**config.mk**
```make
export PLATFORM = sky130hd
export DESIGN_NAME = alu_issue_ctrl
export DESIGN_NICKNAME = d
export VERILOG_FILES = /design/src/rtl/alu_issue_ctrl.sv
export SDC_FILE = /design/constraint.sdc
export NUM_CORES = 1
export LEC_CHECK = 0
export ABC_AREA = 1
export CORE_MARGIN = 2
export CORE_UTILIZATION = 46
export DETAILED_ROUTE_END_ITERATION = 16
export PLACE_DENSITY = 0.66
export SLEW_MARGIN = 5
export SYNTH_ARGS = -nofsm -noshare
export SYNTH_HDL_FRONTEND = slang
export SYNTH_SLANG_ARGS = --single-unit
```
**constraint.sdc**
```tcl
create_clock -name clock -period 2.1 [get_ports clock]
set_input_delay 0.42 -clock clock [delete_from_list [all_inputs] [get_ports clock]]
set_output_delay 0.42 -clock clock [all_outputs]
set_load 0.1 [all_outputs]
```
**src/rtl/alu_issue_ctrl.sv**
```systemverilog
// Four-state issue controller: accepts an instruction, reads an 8x32 register file, issues to an
// external ALU and writes back. Define ALU_ISSUE_CTRL_DIVZERO_CHECK_EN to reject div/rem by zero.
module alu_issue_ctrl #(
    parameter int IMM_W = 16
) (
    input  logic        clock,
    input  logic        reset_n,
    input  logic        instr_valid,
    output logic        instr_ready,
    input  logic [31:0] instr,
    output logic [31:0] alu_data1,
    output logic [31:0] alu_data2,
    output logic [5:0]  alu_operation,
    input  logic [31:0] alu_result,
    input  logic        alu_zero,
    output logic        done,
    output logic [31:0] result,
    output logic        branch_taken,
    output logic        err
);

    typedef enum logic [1:0] {
        IDLE,
        READ,
        EXEC,
        WB
    } state_t;

    localparam logic [5:0] OP_LDI = 6'b100000;
    localparam logic [5:0] OP_BEQ = 6'b100001;
    localparam logic [5:0] OP_BNQ = 6'b100010;
    localparam logic [5:0] OP_DIV = 6'b001010;
    localparam logic [5:0] OP_REM = 6'b001011;
    localparam logic [5:0] OP_MAX = 6'b001011;

    state_t             state;
    logic [5:0]         op_q;
    logic [2:0]         rd_q;
    logic [2:0]         rs_q;
    logic [2:0]         rt_q;
    logic [IMM_W-1:0]   imm_q;
    logic [31:0]        regs [8];
    logic [31:0]        wb_data;
    logic               issue_q;

    logic [31:0]        rs_val;
    logic [31:0]        rt_val;
    logic [31:0]        imm_ext;
    logic [31:0]        opb;
    logic               op_legal;
    logic               op_branch;
    logic               op_writes;
    logic               div_zero;
    logic               issue;
    logic               unused_instr_bits;

    // Bits between the immediate and the rt field carry no meaning.
    assign unused_instr_bits = ^instr[16:IMM_W];

    // Operand fetch and decode; r0 always reads as zero regardless of its storage.
    always_comb begin
        rs_val    = (rs_q == 3'd0) ? 32'd0 : regs[rs_q];
        rt_val    = (rt_q == 3'd0) ? 32'd0 : regs[rt_q];
        imm_ext   = 32'($signed(imm_q));
        opb       = (op_q == OP_LDI) ? imm_ext : rt_val;
        op_branch = (op_q == OP_BEQ) || (op_q == OP_BNQ);
        op_writes = (op_q <= OP_MAX) || (op_q == OP_LDI);
        op_legal  = op_writes || op_branch;
`ifdef ALU_ISSUE_CTRL_DIVZERO_CHECK_EN
        div_zero  = ((op_q == OP_DIV) || (op_q == OP_REM)) && (opb == 32'd0);
`else
        div_zero  = 1'b0;
`endif
        issue     = op_legal && !div_zero;
    end

    // Controller FSM; every output is a register so the ALU sees clean operands for the EXEC cycle.
    always_ff @(posedge clock or negedge reset_n) begin
        if (!reset_n) begin
            state         <= IDLE;
            instr_ready   <= 1'b1;
            op_q          <= '0;
            rd_q          <= '0;
            rs_q          <= '0;
            rt_q          <= '0;
            imm_q         <= '0;
            alu_data1     <= '0;
            alu_data2     <= '0;
            alu_operation <= '0;
            done          <= 1'b0;
            result        <= '0;
            branch_taken  <= 1'b0;
            err           <= 1'b0;
            wb_data       <= '0;
            issue_q       <= 1'b0;
            for (int i = 0; i < 8; i++) begin
                regs[i] <= '0;
            end
        end else begin
            done <= 1'b0;
            case (state)
                IDLE: begin
                    if (instr_valid) begin
                        op_q        <= instr[31:26];
                        rd_q        <= instr[25:23];
                        rs_q        <= instr[22:20];
                        rt_q        <= instr[19:17];
                        imm_q       <= instr[IMM_W-1:0];
                        instr_ready <= 1'b0;
                        state       <= READ;
                    end
                end
                READ: begin
                    issue_q       <= issue;
                    alu_operation <= issue ? op_q : 6'd0;
                    alu_data1     <= issue ? rs_val : 32'd0;
                    alu_data2     <= issue ? opb : 32'd0;
                    state         <= EXEC;
                end
                EXEC: begin
                    alu_operation <= '0;
                    alu_data1     <= '0;
                    alu_data2     <= '0;
                    done          <= 1'b1;
                    err           <= !issue_q;
                    branch_taken  <= issue_q && op_branch && alu_zero;
                    wb_data       <= alu_result;
                    if (issue_q) begin
                        result <= alu_result;
                    end
                    state <= WB;
                end
                WB: begin
                    if (issue_q && op_writes && (rd_q != 3'd0)) begin
                        regs[rd_q] <= wb_data;
                    end
                    instr_ready <= 1'b1;
                    state       <= IDLE;
                end
                default: begin
                    instr_ready <= 1'b1;
                    state       <= IDLE;
                end
            endcase
        end
    end

endmodule

```
After elaboration in Yosys (flattened, before gate mapping)
Cells that the tools add are included.

Magnitude comparators: 5. Equal/unequal tests: 7. Mux-type cells: 23. Bitwise gates (word level): 3. Reductions and logical operators: 19.

Operators with widths (number): $mux 32 (10); $bwmux 256 (1); $bmux 32 s3 (2); $pmux 32 s2 (2); $demux 32 s3 (1); $eq 6x6->1 const B (3); $ge 4x4->1 const B (3); $not 3->4 (3); $pmux 6 s2 (1); $pmux 2 s4 (1); $reduce_and 2->1 (4); $le 6x4->1 const B (1); $logic_not 3->1 (2); $mux 6 (1); $logic_and 1x1->1 (5); $eq 2x2->1 const B (2); $lt 4x1->1 const B (1); $reduce_bool 2->1 (2); $logic_or 1x1->1 (3); $reduce_bool 3->1 (1); $eq 2x1->1 const B (1); $logic_not 2->1 (1); $mux 1 (2); $mux 2 (1); 3 further kinds (3).

Register bits: 428. Input bits: 68. Word-level logic and storage cells: 81.

Depth between registers and ports, before layout
Depth after elaboration: 8. Depth in mapped cells: 11.

Worst setup path after synthesis
OpenSTA, ideal clock, no wires.

Path kind: register to register. Start point: register state[0]. End point: register alu_data2[10]. Setup time: 120 ps. Arrival: 1644 ps. Required time: 1980 ps. Path slack: 336 ps. Cell stages (with the launch flop): 11. Buffers on the path: 2. Period minus slack after synthesis: 1764 ps. Path through: dfrtp_1 -> inv_1 -> ha_1 -> inv_2 -> nor2_1 -> nand2_1 -> clkbuf_1 -> clkbuf_1 -> nor2_1 -> nand2_1 -> nand2_1.

Cells in the longest elaborated chain, start to end: 2. Elaborated cells on any way between the ends: 4.

Ends and longest elaborated chain: start, declared (line 36) `state_t state;`; start signal, assigned (line 80) `state <= IDLE;`; start signal, assigned (line 110) `state <= READ;`; start signal, assigned (line 118) `state <= EXEC;`; $eq 2x2->1 / $eq 2x1->1 (equally long branches) (line 101) `case (state)`; $pmux 32 s2 / $reduce_bool 2->1 (equally long branches); end signal, assigned (line 117) `alu_data2 <= issue ? opb : 32'd0;`; end, declared (line 12) `output logic [31:0] alu_data2,`.

Several ways; a longest one is shown, not always the timed one. A chain may end at the register's enable or synchronous reset.

Worst setup path in the final report
Start point: register rs_q[2]. End point: register alu_data1[2].

Cells in the longest elaborated chain, start to end: 7. Elaborated cells on any way between the ends: 8.

Ends and longest elaborated chain: start, declared (line 39) `logic [2:0] rs_q;`; start signal, assigned (line 106) `rs_q <= instr[22:20];`; $not 3->4 (implied by the code) (line 62) `rs_val = (rs_q == 3'd0) ? 32'd0 : regs[rs_q];`; $bmux 32 s3 (line 62); $mux 32 (implied by the code) (2 in series) (line 62); $mux 32 (*) (line 62); $mux 32 (*) (line 116) `alu_data1 <= issue ? rs_val : 32'd0;`; $pmux 32 s2 (*) (line 101); end signal, assigned (line 116); end, declared (line 11) `output logic [31:0] alu_data1,`.

Every way passes the cells marked *; elsewhere a longest branch is shown, timed or not. The select of a mux whose other input is x is not followed.

==> results.yml <==
global_route:
  antenna_found_initial: 0
  grt_usage_pct: 27.9
  grt_pass1_vias: 15800
  overflow: 0
  grt_pass1_wl_um: 90100
  grt_max_degree: 99
pwr:
  peakVddDrop_mv: 1.26
  powerDensity_nw_per_um2: 1850
  clock_power_share_pct: 19.0
  power_switching_uw: 21300
  p_leak_uw: 0.0107
  intPower_uw: 20200
  switching_share_pct: 51.3
  power.sequential.fraction_pct: 29.6
  power_frac_comb_pct: 51.3
clocking:
  cts_buffers: 44
  post_cts_resized: 0
  cts.htree.levels: 2
  cts.sinks: 396
  cts_tree: "yes"
  cts_root_buf: "clkbuf_16"
  path_clk_slew_ns: 0.06
  insertion_delay_ns: 0.58
  cts.path.max_buffers: 3
  cts_setup_buffers: 0
synth:
  synth_compound_area_share_pct: 15.1
  synth_common_cells: "nand2_1, o21ai_0, dfrtp_1, nor2_1, clkbuf_1"
  synth_edf_count: 0
  yosys.area_share.simple_pct: 25.1
  synthAdderAreaFrac_pct: 0.272
  syn_inst: 2376
  synthXorXnorAreaFrac_pct: 0
  synth_most_common_cell: "nand2_1"
  syn-num-nets: 2448
  synth.distinct_cells: 26
  ys_ff_latch: 396
  synth_area_leaders: "dfrtp_1, nand2_1, o21ai_0, nand3_1, nor2_1"
  synth-async-reset-ratio_pct: 100
  synth.avg_cell_area_um2: 7.75
  yosysTopAreaCellShare_pct: 53.7
  synth.mux.area_fraction_pct: 0
  ys_warn_count: 0
  synth_top_cell_by_area: "dfrtp_1"
  ys_seq_area_share_pct: 53.8
  synth_top_family_by_area: "simple AND/OR/NAND/NOR gates"
  ys.flop_type: "dfrtp_1"
  synth_area_um2: 18400
setup_path:
  crit_path_end_kind: "flip-flop"
  worstPathMaxFanout: 10
  cp-start-kind: "flip-flop"
  critPathKind: "reg2reg"
  crit_required_ns: 2.54
  cp.arrival_ns: 2.37
  ff2ff_setup_slack_ns: 0.17
die:
  row_count: 73
  io_pins: 174
  die_area_um2: 41600
  die_w_um: 204
  die-height_um: 204
  core_um2: 39600
  floorplan.initialDensity_pct: 46.4
outcome:
  status: "complete, no violations"
sta:
  final-max-slew-violation-count: 0
  fin_setup_tns_ns: 0
  worstMarginPinSlew_ns: 0.605
  maxSlewHeadroom_pct: 59.7
  grt_setup_unrepaired: "no"
  setup_ws_ns: 0.171
  fin_crit_ns: 1.93
  fmax_mhz: 518
  setup_violations: 0
  hold_viol_final: 0
  fin_crit_sh_pct: 91.9
  clock_skew_ns: 0.0215
cells_and_area:
  utilization_pct: 56.4
  drive_above_1_share_pct: 10.7
  final_area_um2: 22400
  antennaDiodeCount: 0
  final_nets: 2588
  syn_to_final_growth_pct: 21.6
routing:
  drcViolationCount: 0
  detail-route-antenna-nets: 0
  avgViaCountPerCell: 5.49
  initialDrtViolationCount: 1792
  routed_wl_um: 57500
  wl_per_cell_um: 18.7
  first_pass_iters: 8
  num_vias: 16900
run:
  max-cap-violations: 0
place:
  place_congestion: 0.854
  hpwl_um: 35800
  dp_slack_ns: 0.239
  port_buffers: 172
  dpl_cell_area_um2: 20900
worst_hold_path:
  worstHoldPathType: "in2async"
path summary, 6_finish.rpt:
path                            cells past startpoint      start            to
min in group clock                                  3   instr[9]      imm_q[9]
worst min register to register                      2  imm_q[10]     imm_q[10]
max in group asynchronous                           4    reset_n      regs[83]
worst max register to register                      5    rs_q[2]  alu_data1[2]
worst max-delay path                                5    rs_q[2]  alu_data1[2]
worst min-delay path                                2    reset_n  alu_data2[3]
cells in the final DEF, fill, tap and decap left out, types with 2 or more instances in the layout:
master and count:
clkinv_4 3, inv_1 112, nor2_1 125, nand4_1 3
o21a_1 8, buf_4 146, nand3_2 7, a21oi_1 49
clkinvlp_4 3, clkbuf_16 45, dfrtp_1 392, or2_2 2
nand2_1 913, clkinv_1 3, clkbuf_1 8, dfrtp_2 3
inv_2 5, ha_1 3, nand3_1 118, o21ai_1 26
o211ai_1 27, clkinv_2 6, o21ai_0 415, buf_12 32
nor2_2 2, bufinv_16 4, o2111ai_1 6, clkdlybuf4s50_1 65
clkbuf_8 9
layout make-up:
| type | count | area (µm²) |
|---|---|---|
| clock buffer | 62 | 1280 |
| timing repair buffer | 245 | 2410 |
| sequential | 396 | 9910 |
| clock inverter | 16 | 199 |
| tap | 525 | 657 |
| fill | 3683 | 17300 |
| multi-input combinational | 1709 | 7460 |
| inverter | 120 | 450 |
registers in the layout (all words and copies together) (netlist names), 3 cells and up:
| name | cells |
|---|---|
| alu_operation | 6 |
| alu_data2 | 32 |
| wb_data | 32 |
| result | 32 |
| op_q | 6 |
| imm_q | 16 |
| rd_q | 3 |
| regs | 224 |
| rs_q | 3 |
| rt_q | 3 |
| alu_data1 | 32 |
repair_timing:
item	CTS	global route
endpoints found under the hold margin	21	0
setup endpoints to repair	0	0
hold buffers	1	0
routing by layer:
layer	share of wire [%]	global-route usage (%)
met5	0	0
met4	2.2	8.93
met3	10	5.80
met2	41	39.3
met1	46	42.9
power groups by stage:
stage	registers, µW	logic, µW	clock network, µW
after floorplan	18600	7970	0
after global placement	12200	20800	0
after detailed placement	12300	21000	0
after CTS	12200	21100	8070
after global routing	12600	22800	8400
final	12300	21300	7900
worst max-delay path, stage by stage, from the launching register on:
cell	delay, ns
dfrtp_1	0.60
nor2_1	0.12
inv_1	0.43
o21ai_0	0.16
o21ai_0	0.38
nand2_1	0.09
logic make-up (layout without fill, tap and decap cells):
| family | count (synthesis) | in the layout |
|---|---|---|
| compound gates | 533 | 533 |
| fa+ha+maj | 4 | 4 |
| simple gates | 1172 | 1172 |
| flops | 396 | 396 |
| buf+inv | 271 | 443 |
stage by stage:
stage,hold slack (ns),power (µW),cells
after detailed placement,0.292,33300,2994
final,0.298,41500,3073
after global routing,0.299,43700,3073
after global placement,0.295,33000,2994
after CTS,0.287,41400,3073
after floorplan,0.124,26600,2376
No activity file was read; power rests on OpenSTA's default activity.
